File: src/rtl/dphy_rx_lane_aligner.sv
// Four-lane D-PHY HS word deskew: per-lane FIFOs absorb start skew, then one 64-bit word per cycle.
// Optional build macro DPHY_ALIGN_STATS_EN adds saturating burst/error statistics outputs.
module dphy_rx_lane_aligner #(
    parameter int FIFO_DEPTH = 8,
    parameter int SKEW_MAX   = 4
) (
    input  logic        SLOWCLK,
    input  logic        RST0_N,
    input  logic [3:0]  rx_valid_hs,
    input  logic [15:0] rx_data_hs_lan0,
    input  logic [15:0] rx_data_hs_lan1,
    input  logic [15:0] rx_data_hs_lan2,
    input  logic [15:0] rx_data_hs_lan3,
    output logic        out_valid,
    output logic [63:0] out_data,
    output logic        out_sop,
    output logic        burst_done,
    output logic        residual,
    output logic        align_err,
    output logic        ovf_err
`ifdef DPHY_ALIGN_STATS_EN
    ,
    output logic [15:0] stat_bursts,
    output logic [15:0] stat_align_err,
    output logic [15:0] stat_ovf_err
`endif
);

    localparam int AW = $clog2(FIFO_DEPTH);
    localparam int CW = $clog2(SKEW_MAX + 1);
    localparam logic [CW-1:0] SKEW_LIM  = CW'(SKEW_MAX);
    localparam logic [CW-1:0] IDLE_LAST = CW'(SKEW_MAX - 1);
    localparam logic [AW:0]   CNT_FULL  = (AW+1)'(FIFO_DEPTH);

    typedef enum logic [1:0] {ST_IDLE, ST_ALIGN, ST_STREAM, ST_DISCARD} state_t;

    state_t         state_q, state_d;
    logic [CW-1:0]  skew_cnt_q, skew_cnt_d;
    logic [CW-1:0]  idle_cnt_q, idle_cnt_d;
    logic           sop_pend_q, sop_pend_d;
    logic           out_valid_q, out_sop_q;
    logic [63:0]    out_data_q;
    logic           burst_done_q, burst_done_d;
    logic           residual_q, residual_d;
    logic           align_err_q, align_err_d;
    logic           ovf_err_q, ovf_err_d;

    logic [15:0]    lane_data [4];
    logic [15:0]    head      [4];
    logic [3:0]     wr_en;
    logic [3:0]     full;
    logic [3:0]     nonempty;
    logic [3:0]     ovf_lane;
    logic [3:0]     left;
    logic           all_ne;
    logic           pop;
    logic           flush;

    assign lane_data[0] = rx_data_hs_lan0;
    assign lane_data[1] = rx_data_hs_lan1;
    assign lane_data[2] = rx_data_hs_lan2;
    assign lane_data[3] = rx_data_hs_lan3;

    assign wr_en  = (state_q != ST_DISCARD) ? rx_valid_hs : 4'b0000;
    assign all_ne = &nonempty;
    assign pop    = (state_q == ST_STREAM) && all_ne;

    genvar gi;
    generate
        for (gi = 0; gi < 4; gi++) begin : g_lane
            logic [15:0]   mem [FIFO_DEPTH];
            logic [AW-1:0] wr_ptr_q, rd_ptr_q;
            logic [AW:0]   cnt_q;

            assign full[gi]     = (cnt_q == CNT_FULL);
            assign nonempty[gi] = (cnt_q != '0);
            assign head[gi]     = mem[rd_ptr_q];
            // A pop in the same cycle frees a slot, so a full lane may still accept a write.
            assign ovf_lane[gi] = wr_en[gi] && full[gi] && !pop;
            assign left[gi]     = pop ? (cnt_q > (AW+1)'(1)) : (cnt_q != '0);

            always_ff @(posedge SLOWCLK) begin
                if (wr_en[gi]) begin
                    mem[wr_ptr_q] <= lane_data[gi];
                end
            end

            always_ff @(posedge SLOWCLK or negedge RST0_N) begin
                if (!RST0_N) begin
                    wr_ptr_q <= '0;
                    rd_ptr_q <= '0;
                    cnt_q    <= '0;
                end else if (flush) begin
                    wr_ptr_q <= '0;
                    rd_ptr_q <= '0;
                    cnt_q    <= '0;
                end else begin
                    if (wr_en[gi]) wr_ptr_q <= wr_ptr_q + AW'(1);
                    if (pop)       rd_ptr_q <= rd_ptr_q + AW'(1);
                    cnt_q <= cnt_q + (AW+1)'(wr_en[gi]) - (AW+1)'(pop);
                end
            end
        end
    endgenerate

    always_comb begin
        state_d      = state_q;
        skew_cnt_d   = skew_cnt_q;
        idle_cnt_d   = idle_cnt_q;
        sop_pend_d   = sop_pend_q;
        flush        = 1'b0;
        burst_done_d = 1'b0;
        residual_d   = 1'b0;
        align_err_d  = 1'b0;
        ovf_err_d    = 1'b0;

        if (pop) sop_pend_d = 1'b0;

        case (state_q)
            ST_IDLE: begin
                if (|rx_valid_hs) begin
                    state_d    = ST_ALIGN;
                    skew_cnt_d = '0;
                    idle_cnt_d = '0;
                    sop_pend_d = 1'b1;
                end
            end
            ST_ALIGN: begin
                if (all_ne) begin
                    state_d    = ST_STREAM;
                    idle_cnt_d = '0;
                end else if (skew_cnt_q == SKEW_LIM) begin
                    align_err_d = 1'b1;
                    flush       = 1'b1;
                    state_d     = ST_DISCARD;
                    idle_cnt_d  = '0;
                end else begin
                    skew_cnt_d = skew_cnt_q + CW'(1);
                end
            end
            ST_STREAM: begin
                if (rx_valid_hs == 4'b0000) begin
                    if (idle_cnt_q == IDLE_LAST) begin
                        burst_done_d = 1'b1;
                        residual_d   = |left;
                        flush        = 1'b1;
                        state_d      = ST_IDLE;
                        idle_cnt_d   = '0;
                    end else begin
                        idle_cnt_d = idle_cnt_q + CW'(1);
                    end
                end else begin
                    idle_cnt_d = '0;
                end
            end
            default: begin
                if (rx_valid_hs == 4'b0000) begin
                    if (idle_cnt_q == IDLE_LAST) begin
                        state_d    = ST_IDLE;
                        idle_cnt_d = '0;
                    end else begin
                        idle_cnt_d = idle_cnt_q + CW'(1);
                    end
                end else begin
                    idle_cnt_d = '0;
                end
            end
        endcase

        // Overflow overrides everything else; the word popped this cycle is still emitted.
        if (|ovf_lane) begin
            ovf_err_d    = 1'b1;
            flush        = 1'b1;
            state_d      = ST_DISCARD;
            idle_cnt_d   = '0;
            align_err_d  = 1'b0;
            burst_done_d = 1'b0;
            residual_d   = 1'b0;
        end
    end

    always_ff @(posedge SLOWCLK or negedge RST0_N) begin
        if (!RST0_N) begin
            state_q      <= ST_IDLE;
            skew_cnt_q   <= '0;
            idle_cnt_q   <= '0;
            sop_pend_q   <= 1'b0;
            out_valid_q  <= 1'b0;
            out_sop_q    <= 1'b0;
            out_data_q   <= '0;
            burst_done_q <= 1'b0;
            residual_q   <= 1'b0;
            align_err_q  <= 1'b0;
            ovf_err_q    <= 1'b0;
        end else begin
            state_q      <= state_d;
            skew_cnt_q   <= skew_cnt_d;
            idle_cnt_q   <= idle_cnt_d;
            sop_pend_q   <= sop_pend_d;
            out_valid_q  <= pop;
            out_sop_q    <= pop && sop_pend_q;
            if (pop) out_data_q <= {head[3], head[2], head[1], head[0]};
            burst_done_q <= burst_done_d;
            residual_q   <= residual_d;
            align_err_q  <= align_err_d;
            ovf_err_q    <= ovf_err_d;
        end
    end

    assign out_valid  = out_valid_q;
    assign out_data   = out_data_q;
    assign out_sop    = out_sop_q;
    assign burst_done = burst_done_q;
    assign residual   = residual_q;
    assign align_err  = align_err_q;
    assign ovf_err    = ovf_err_q;

`ifdef DPHY_ALIGN_STATS_EN
    logic [15:0] stat_bursts_q, stat_align_q, stat_ovf_q;

    always_ff @(posedge SLOWCLK or negedge RST0_N) begin
        if (!RST0_N) begin
            stat_bursts_q <= '0;
            stat_align_q  <= '0;
            stat_ovf_q    <= '0;
        end else begin
            if (burst_done_d && stat_bursts_q != 16'hFFFF) stat_bursts_q <= stat_bursts_q + 16'd1;
            if (align_err_d  && stat_align_q  != 16'hFFFF) stat_align_q  <= stat_align_q  + 16'd1;
            if (ovf_err_d    && stat_ovf_q    != 16'hFFFF) stat_ovf_q    <= stat_ovf_q    + 16'd1;
        end
    end

    assign stat_bursts    = stat_bursts_q;
    assign stat_align_err = stat_align_q;
    assign stat_ovf_err   = stat_ovf_q;
`endif

endmodule

File: config.mk
export PLATFORM = sky130hd
export DESIGN_NAME = dphy_rx_lane_aligner
export DESIGN_NICKNAME = d
export VERILOG_FILES = /design/src/rtl/dphy_rx_lane_aligner.sv
export SDC_FILE = /design/constraint.sdc
export NUM_CORES = 1
export LEC_CHECK = 0
export ABC_AREA = 1
export ABC_CLOCK_PERIOD_IN_PS = 2720
export CAP_MARGIN = 25
export CORE_MARGIN = 5
export CORE_UTILIZATION = 56
export DETAILED_ROUTE_END_ITERATION = 7
export DONT_BUFFER_PORTS = 1
export GPL_ROUTABILITY_DRIVEN = 0
export PLACE_DENSITY_LB_ADDON = 0.08
export SETUP_SLACK_MARGIN = 0.4
export SLEW_MARGIN = 15
export SYNTH_ARGS = -nofsm -noshare
export SYNTH_HDL_FRONTEND = slang
export SYNTH_SLANG_ARGS = --single-unit
File: constraint.sdc
create_clock -name SLOWCLK -period 2.72 [get_ports SLOWCLK]
set_clock_uncertainty 0.15 [all_clocks]
set_input_delay 0.816 -clock SLOWCLK [delete_from_list [all_inputs] [get_ports SLOWCLK]]
set_output_delay 0.816 -clock SLOWCLK [all_outputs]
set_load 0.02 [all_outputs]
# Word-level counts from Yosys, hierarchy flattened
# Memory sizes are Yosys's and may differ from the RTL's. A register that Yosys moved wholly into a read port is not among the register bits.
# Cells that the tools add are included.
# classes
n_lt_le_gt_ge	4
mux	68
n_eq_ne	14
n_addsub	18
n_reduce_logical	36
# ops
cell	count
$mux 3	24
$add 3x1->3 const B	10
$mux 1	29
$reduce_bool 4->1	6
$mux 4	5
$add 4x1->4	4
$eq 4x4->1 const B	4
$gt 4x1->1 const B	4
$sub 4x1->4	4
$mux 2	6
$pmux 3 s2	2
$reduce_and 4->1	3
$reduce_bool 2->1	6
$reduce_or 4->1	3
$logic_and 1x1->1	10
$ne 2x2->1 const B	4
$logic_not 1->1	5
$logic_not 4->1	1
$ne 4x4->1 const B	1
$pmux 2 s2	1
$eq 3x2->1 const B	1
$eq 3x3->1 const B	1
$ne 3x3->1 const B	1
$eq 2x1->1 const B	1
other kinds (4)	4
# totals
ff_bits	55
ramBits	512
input_bits	70
mem_count	4
out_inout_bits	70
# mem_list
name	depth	width	rd	rd_ports_with_merged_regs	wr	line	source
g_lane[0].mem	8	16	1	1	1	71	logic [15:0] mem [FIFO_DEPTH];
g_lane[1].mem	8	16	1	1	1	71	
g_lane[2].mem	8	16	1	1	1	71	
g_lane[3].mem	8	16	1	1	1	71	

# Longest topological paths before layout
# Gate-level depths: netlist (run 1).
# depth
ltp_word	9
ltp_mapped	15
mapped_depth_nobuf	14

# Worst setup path after synthesis (run 1)
# No wires, ideal clock.
# synth_path
path_type	input to register
start	input port rx_valid_hs[1]
end	memory g_lane[1].mem[1][0], enable pin
stages	6
required_ps	2182
path_slack_ps	115
setup_ps	388
arrival_time_ps	2067
n_path_buf	0
cell_sequence	inv_1 > nor2_2 > inv_1 > nor2_1 > inv_1 > nor2_1
# synth_between
elab_chain_cells	3
# synth_rtl
item	line	source
start: declaration	9	input logic [3:0] rx_valid_hs,
$mux 4	64	assign wr_en = (state_q != ST_DISCARD) ? rx_valid_hs : 4'b0000;
$mux 1	83	if (wr_en[gi]) begin
$mux 1 (implied by the code)	84	mem[wr_ptr_q] <= lane_data[gi];
end: declaration	71	
# No other way between the ends.

# Worst setup path in the final report (run 1)
# layout_path
start	register g_lane[1].cnt_q[3]
end	register g_lane[0].cnt_q[1]
# layout_between
elab_chain_cells	8
# layout_rtl
item	line	source
start: declaration	73	logic [AW:0] cnt_q;
start signal: assignment	100	cnt_q <= cnt_q + (AW+1)'(wr_en[gi]) - (AW+1)'(pop);
parallel branches: the longest is 7 deep, another holds $sub 4x1->4	--	
$mux 4 (*)	93	end else if (flush) begin
end signal: assignment	100	
end: declaration	73	
# Mark *: on every way between the ends.
# A chain may end at the register's enable or synchronous reset.

==> flow_metrics.env, run 1 <==
export IMPL_synth_common_cells="edfxtp_1, nor2_1, o21ai_0"
export IMPL_final_util_pct=64.6
export IMPL_antenna_found_initial=0
export IMPL_wirelength_met1_mm=23.8
export IMPL_grt_total_usage_pct=21.9
export IMPL_holdWs_ps=-209
export IMPL_power_density_mw_per_mm2=1120
export IMPL_clkTransAtPathRegs_ps=60
export IMPL_synth_ff_type="edfxtp_1"
export IMPL_async_reset_ff_share_pct=18.9
export IMPL_syn_to_final_growth_pct=14.8
export IMPL_status="finished with violations"
export IMPL_diodes=0
export IMPL_netlist_top_cells_area="edfxtp_1, dfrtp_1, nor2_1, o21ai_0, nand2_1"
export IMPL_worst_setup_path_start_kind="flop"
export IMPL_die_area_mm2=0.0496
export IMPL_setup_tns_final_ps=0
export IMPL_chipHeight_um=223
export IMPL_yosysWarnings=0
export IMPL_grt_first_pass_wirelength_mm=86.4
export IMPL_grt_max_degree=120
export IMPL_final_antenna_net_count=0
export IMPL_start_util_pct=56.2
export IMPL_vias_per_cell=5.67
export IMPL_crit_arrival_ps=2630
export IMPL_drt_wirelength_per_cell_um=20.2
export IMPL_path_class="reg2reg"
export IMPL_cts_buffers=66
export IMPL_postSynthAreaPerCell_um2=12.7
export IMPL_syn_area_mm2=0.0254
export IMPL_period_needed_ps=2280
export IMPL_setup_viol_count_final=0
export IMPL_yosys_area_top_type_share_pct=60.6
export IMPL_critPathCaptureType="flop"
export IMPL_synth_edf_count=512
export IMPL_top_layer_used="met4"
export IMPL_hpwl_mm=31.2
export IMPL_ir_worst_vdd_uv=646
export IMPL_rsz0062_at_grt="true"
export IMPL_syn_num_nets=2109
export IMPL_hp_class="in2async"
export IMPL_violations="hold timing"
export IMPL_grt_overflow=0
export IMPL_met2_length_mm=26.3
export IMPL_drv_cap=0
export IMPL_drive_gt1_share_pct=14.1
export IMPL_drc=0
export IMPL_synthCells=1997
export IMPL_htreeDepth=3
export IMPL_synth_top_area_cell="edfxtp_1"
export IMPL_worstMarginPinSlew_ps=821
export IMPL_vias=15300
export IMPL_place_inst=2558
export IMPL_port_buffers=0
export IMPL_clock_latency_ps=590
export IMPL_cts_root_buffer="clkbuf_16"
export IMPL_finalCritPeriodShare_pct=83.9
export IMPL_pin_count=140
export IMPL_maxSlewViolCount=0
export IMPL_drtPass1Iterations=5
export IMPL_dieWidth_um=223
export IMPL_finalNetCount=2163
export IMPL_p_leak_nw=10.6
export IMPL_worst_ep_required_time_ps=3060
export IMPL_layout_cells_non_filler=2703
export IMPL_wirelength_mm=54.6
export IMPL_synth_distinct_cells=37
export IMPL_grt_pass1_vias=15300
export IMPL_drtIter0Drc=1158
export IMPL_cts_buffer_depth=3
export IMPL_core_area_mm2=0.0451
export IMPL_ys_seq_area_share_pct=72.4
export IMPL_relSlewSlack_pct=45.3
export IMPL_cts_tree="built"
export IMPL_hold_viol_final=119
export IMPL_wl_met3_mm=3.44
export IMPL_yosysMostFrequentCell="edfxtp_1"
export IMPL_placementRows=78
export IMPL_cts_sinks=631
export IMPL_ys_seq_elements=631
export IMPL_clock_fmax_mhz=438
export IMPL_cp_max_fo=8
==> cell families after synthesis <==
group	Yosys count	share of synthesized area, %
multiplexers	40	1.58
buffers and inverters	186	3.21
XOR/XNOR	14	0.483
AO/OA/AOI/OAI	396	9.28
adder cells (fa/ha/maj)	42	2.19
flip-flops	631	72.4
AND/OR/NAND/NOR	688	10.9
==> state kept, by name, summed over array words and instances (netlist names) <==
signal           count
align_err            1
burst_done           1
g_lane.cnt_q        16
g_lane.mem         512
g_lane.rd_ptr_q     12
g_lane.wr_ptr_q     12
idle_cnt_q           3
out_data            64
out_sop              1
out_valid            1
ovf_err              1
residual             1
skew_cnt_q           3
sop_pend_q           1
state_q              2
==> timing repair <==
item / CTS / global route
gates cloned: 0 / 1
pin swaps: 5 / 19
gates resized for setup: 19 / 39
endpoints found under the hold margin: 119 / 119
setup endpoints to repair: 12 / 176
setup buffers: 9 / 15
==> metal layers <==
layer,track usage [%],vias up
met2,35.2,396
met5,0,-
li1,-,7258
met1,30.5,7601
met4,6.48,0
met3,4.91,75
==> power breakdown <==
part | total (mW) | internal, mW | leakage [nW] | switching (mW)
Clock | 8.87 | 5.28 | 1.05 | 3.59
Combinational | 10.0 | 3.70 | 3.39 | 6.31
Sequential | 13.9 | 12.3 | 6.12 | 1.54
Total | 32.7 | 21.3 | 10.6 | 11.4
==> worst max-delay path, cell delays in order (launching register included) <==
cell	delay [ps]
dfrtp_1	360
inv_2	60
ha_4	170
nand2_2	70
nand2_2	50
inv_2	70
nand3_4	170
buf_6	170
nand2_2	40
nand2_1	50
ha_2	190
fa_2	520
inv_2	30
nor2_1	80
==> path summary, 6_finish.rpt <==
check	slack, ps	from	depth (start not counted)	to
max	440	g_lane[1].cnt_q[3]	13	g_lane[0].cnt_q[1]
min	-210	RST0_N	0	out_data[7]
max reg2reg	440	g_lane[1].cnt_q[3]	13	g_lane[0].cnt_q[1]
min reg2reg	320	idle_cnt_q[2]	2	idle_cnt_q[2]
max in group asynchronous	2250	RST0_N	0	out_data[11]
min in group SLOWCLK	170	rx_data_hs_lan3[14]	0	g_lane[3].mem[4][14]
==> cell type report <==
type                            count  area [um^2]
Fill cell                        3360        16000
Clock buffer                       97         1950
Multi-Input combinational cell   1180         6490
Sequential cell                   631        18400
Timing Repair Buffer               97         1050
Tap cell                          600          751
Clock inverter                     23          205
Inverter                           75          293
==> cell usage in the layout, fill, tap and decap left out, types with 24 or more instances in the layout <==
cell	instances
edfxtp_1	512
nor2_1	371
o21ai_0	249
nand2_1	183
dfrtp_1	112
clkbuf_16	72
buf_4	68
nand3_1	65
inv_1	59
mux2i_1	40
o221ai_1	40
o211ai_1	40
ha_1	28
o21ai_1	25
o32ai_1	24
==> metrics by stage <==
| step | hold WS, ps | cell area (um^2) | power [mW] | setup WS [ps] |
|---|---|---|---|---|
| after detailed placement | 313 | 26500 | 23.4 | 203 |
| after floorplan | 286 | 25500 | 20.5 | 152 |
| final | -209 | 29100 | 32.7 | 437 |
| after global routing | -251 | 29100 | 34.8 | 309 |
| after global placement | 300 | 26500 | 23.1 | 268 |
| after CTS | -258 | 28800 | 32.5 | 389 |
Power figures use the tool's default switching activity.
==> inputs of run 2 (changes only) <==
--- a/config.mk
+++ b/config.mk
@@ -6,7 +6,7 @@
 export NUM_CORES = 1
 export LEC_CHECK = 0
 export ABC_AREA = 1
-export ABC_CLOCK_PERIOD_IN_PS = 2720
+export ABC_CLOCK_PERIOD_IN_PS = 1900
 export CAP_MARGIN = 25
 export CORE_MARGIN = 5
 export CORE_UTILIZATION = 56
==> constraint.sdc (replaced) <==
create_clock -name SLOWCLK -period 1.9 [get_ports SLOWCLK]
set_clock_uncertainty 0.15 [all_clocks]
set_input_delay 0.57 -clock SLOWCLK [delete_from_list [all_inputs] [get_ports SLOWCLK]]
set_output_delay 0.57 -clock SLOWCLK [all_outputs]
set_load 0.02 [all_outputs]
==> run 2 against run 1 <==
The flow finishes with violations (hold timing, setup timing). Sequential power grew 42%. Power is 57% higher. Wire length rose by 7.5%. First-iteration DRC count is 3.7% higher. Via count rose by 6.0%. Die area stayed put. Sequential share of layout area down 5.9 points. Hold slack got worse by 260 ps. Setup slack got worse by 780 ps. Utilization grew 6.6 points. Largest cell class unchanged.
==> flow_metrics.env, run 2 (synthesis gave the netlist of run 1 again) <==
export IMPL_status="finished with violations"
export IMPL_violations="hold timing, setup timing"
export IMPL_grt_total_usage_pct=23.3
export IMPL_critPathCaptureType="flop"
export IMPL_cp_max_fo=7
export IMPL_cts_sinks=631
export IMPL_rsz0062_at_grt="true"
export IMPL_worst_setup_path_start_kind="flop"
export IMPL_r2r_cells=13
export IMPL_largest_reg_flops=512
export IMPL_drtIter0Drc=1201
export IMPL_ctsHoldBuffers=64
export IMPL_final_antenna_net_count=0
export IMPL_rr_endpoint="g_lane[2].cnt_q[1]"
export IMPL_hp_class="in2async"
export IMPL_path_cells="inv_2 -> ha_4 -> nand2_2 -> nand2_2 -> inv_2 -> nand3_4 -> buf_4 -> nand2_2 -> nand2_4 -> ha_4 -> fa_2 -> inv_1 -> nor2_1"
export IMPL_final_cell_mix="edfxtp_1, nor2_1, o21ai_0"
export IMPL_vias=16200
export IMPL_power_density_mw_per_mm2=1600
export IMPL_slowest_stage="fa_2"
export IMPL_power_mw=51.4
export IMPL_final_common_cell="edfxtp_1"
export IMPL_drv_cap=0
export IMPL_wirelength_met1_mm=24.7
export IMPL_drc=0
export IMPL_cts_root_buffer="clkbuf_16"
export IMPL_worst_path_largest_cell_delay_ps=510
export IMPL_finalNetCount=2337
export IMPL_antenna_found_initial=0
export IMPL_drive_gt1_share_pct=21.6
export IMPL_cts_buffers=66
export IMPL_r2r_setup_slack_ps=-340
export IMPL_setup_viol_count_final=528
export IMPL_start_util_pct=56.2
export IMPL_worstMarginPinSlew_ps=639
export IMPL_layout_cells_non_filler=2877
export IMPL_wirelength_mm=58.7
export IMPL_maxSlewViolCount=0
export IMPL_crit_arrival_ps=2610
export IMPL_fin_ws_ps=-339
export IMPL_setup_tns_final_ps=-57290
export IMPL_cts_tree="built"
export IMPL_placementRows=78
export IMPL_hold_viol_final=119
export IMPL_die_area_mm2=0.0496
export IMPL_diodes=0
export IMPL_crit_path_frequent_cell="nand2_2"
export IMPL_grt_overflow=0
export IMPL_relSlewSlack_pct=57.3
export IMPL_syn_to_final_growth_pct=26.5
export IMPL_place_inst=2624
export IMPL_drt_wirelength_per_cell_um=20.4
export IMPL_period_needed_ps=2240
export IMPL_ir_worst_vdd_uv=1140
export IMPL_clock_fmax_mhz=447
export IMPL_grt_max_degree=120
export IMPL_pin_count=140
export IMPL_worst_ep_required_time_ps=2270
export IMPL_core_area_mm2=0.0451
export IMPL_port_buffers=0
export IMPL_grt_pass1_vias=16300
export IMPL_path_class="reg2reg"
export IMPL_p_leak_nw=11.7
export IMPL_wl_met3_mm=3.75
export IMPL_chipHeight_um=223
export IMPL_met2_length_mm=29.2
export IMPL_dieWidth_um=223
export IMPL_htreeDepth=3
export IMPL_cts_buffer_depth=3
export IMPL_vias_per_cell=5.65
export IMPL_drtPass1Iterations=5
export IMPL_finalCritPeriodShare_pct=118
export IMPL_r2r_start="g_lane[3].cnt_q[3]"
export IMPL_grt_first_pass_wirelength_mm=91.4
export IMPL_top_layer_used="met4"
export IMPL_clock_latency_ps=580
export IMPL_hpwl_mm=32.3
export IMPL_largest_register="g_lane.mem"
export IMPL_holdWs_ps=-471
export IMPL_clkTransAtPathRegs_ps=60
==> run 2: changes by cell type in the layout (fill, tap and decap cells not counted), sizes merged, moves of 3 or more <==
cell,delta
inv,+3
buf,+108
dlygate4sd3,+64
clkinv,+9
clkbuf,-6
clkinvlp,-5
==> run 2: power by group <==
part / internal [mW] / switching [mW]
Sequential: 17.6 / 2.05
Clock: 7.56 / 5.17
Combinational: 8.02 / 11.0
Total: 33.2 / 18.2
==> run 2: cell type report <==
class                           count  area, um^2
Sequential cell                   631       18400
Clock buffer                       89        1890
Fill cell                        3025       13000
Clock inverter                     31         275
Timing Repair Buffer              271        3440
Inverter                           75         309
Tap cell                          600         751
Multi-Input combinational cell   1180        7050
==> run 2: metal layers <==
layer	global-route usage, %	vias up
met4	6.11	0
met3	4.65	79
li1	-	7632
met2	38.9	487
met5	0	-
met1	32.0	8049
==> run 2: how the worst max path moves through the flow <==
stage / cells past startpoint / slack, ps / to / from
after global routing: 13 / -440 / g_lane[0].cnt_q[2] / g_lane[2].cnt_q[3]
after global placement: 13 / -340 / g_lane[2].cnt_q[1] / g_lane[2].cnt_q[3]
final: 13 / -340 / g_lane[2].cnt_q[1] / g_lane[3].cnt_q[3]
after CTS: 13 / -300 / g_lane[3].cnt_q[3] / g_lane[2].cnt_q[3]
after detailed placement: 13 / -380 / g_lane[2].cnt_q[1] / g_lane[2].cnt_q[3]
after floorplan: 14 / -280 / g_lane[1].cnt_q[1] / g_lane[1].cnt_q[3]
==> run 2: critical path: cells and delay by family, from the launching register on <==
family,cells,cell delay (ps)
and+or+nand+nor,6,480
DFF,1,360
adders and majority gates,3,830
buffers and inverters,4,360
==> run 2: repair_timing <==
action,CTS,global route
resized for setup,84,95
hold endpoints to repair,631,119
pin swaps,27,38
buffers inserted,38,17
endpoints found under the setup margin,700,700
cloned,11,3
==> run 2: stage by stage <==
| stage | cell area (um^2) | utilization (%) | setup WS, ps |
|---|---|---|---|
| finish | 32100 | 71.2 | -339 |
| global route | 32100 | 71.2 | -436 |
| CTS | 31600 | 70.0 | -300 |
| detailed placement | 27700 | 61.5 | -379 |
| global placement | 27700 | 61.5 | -336 |
| floorplan | 25900 | - | -278 |
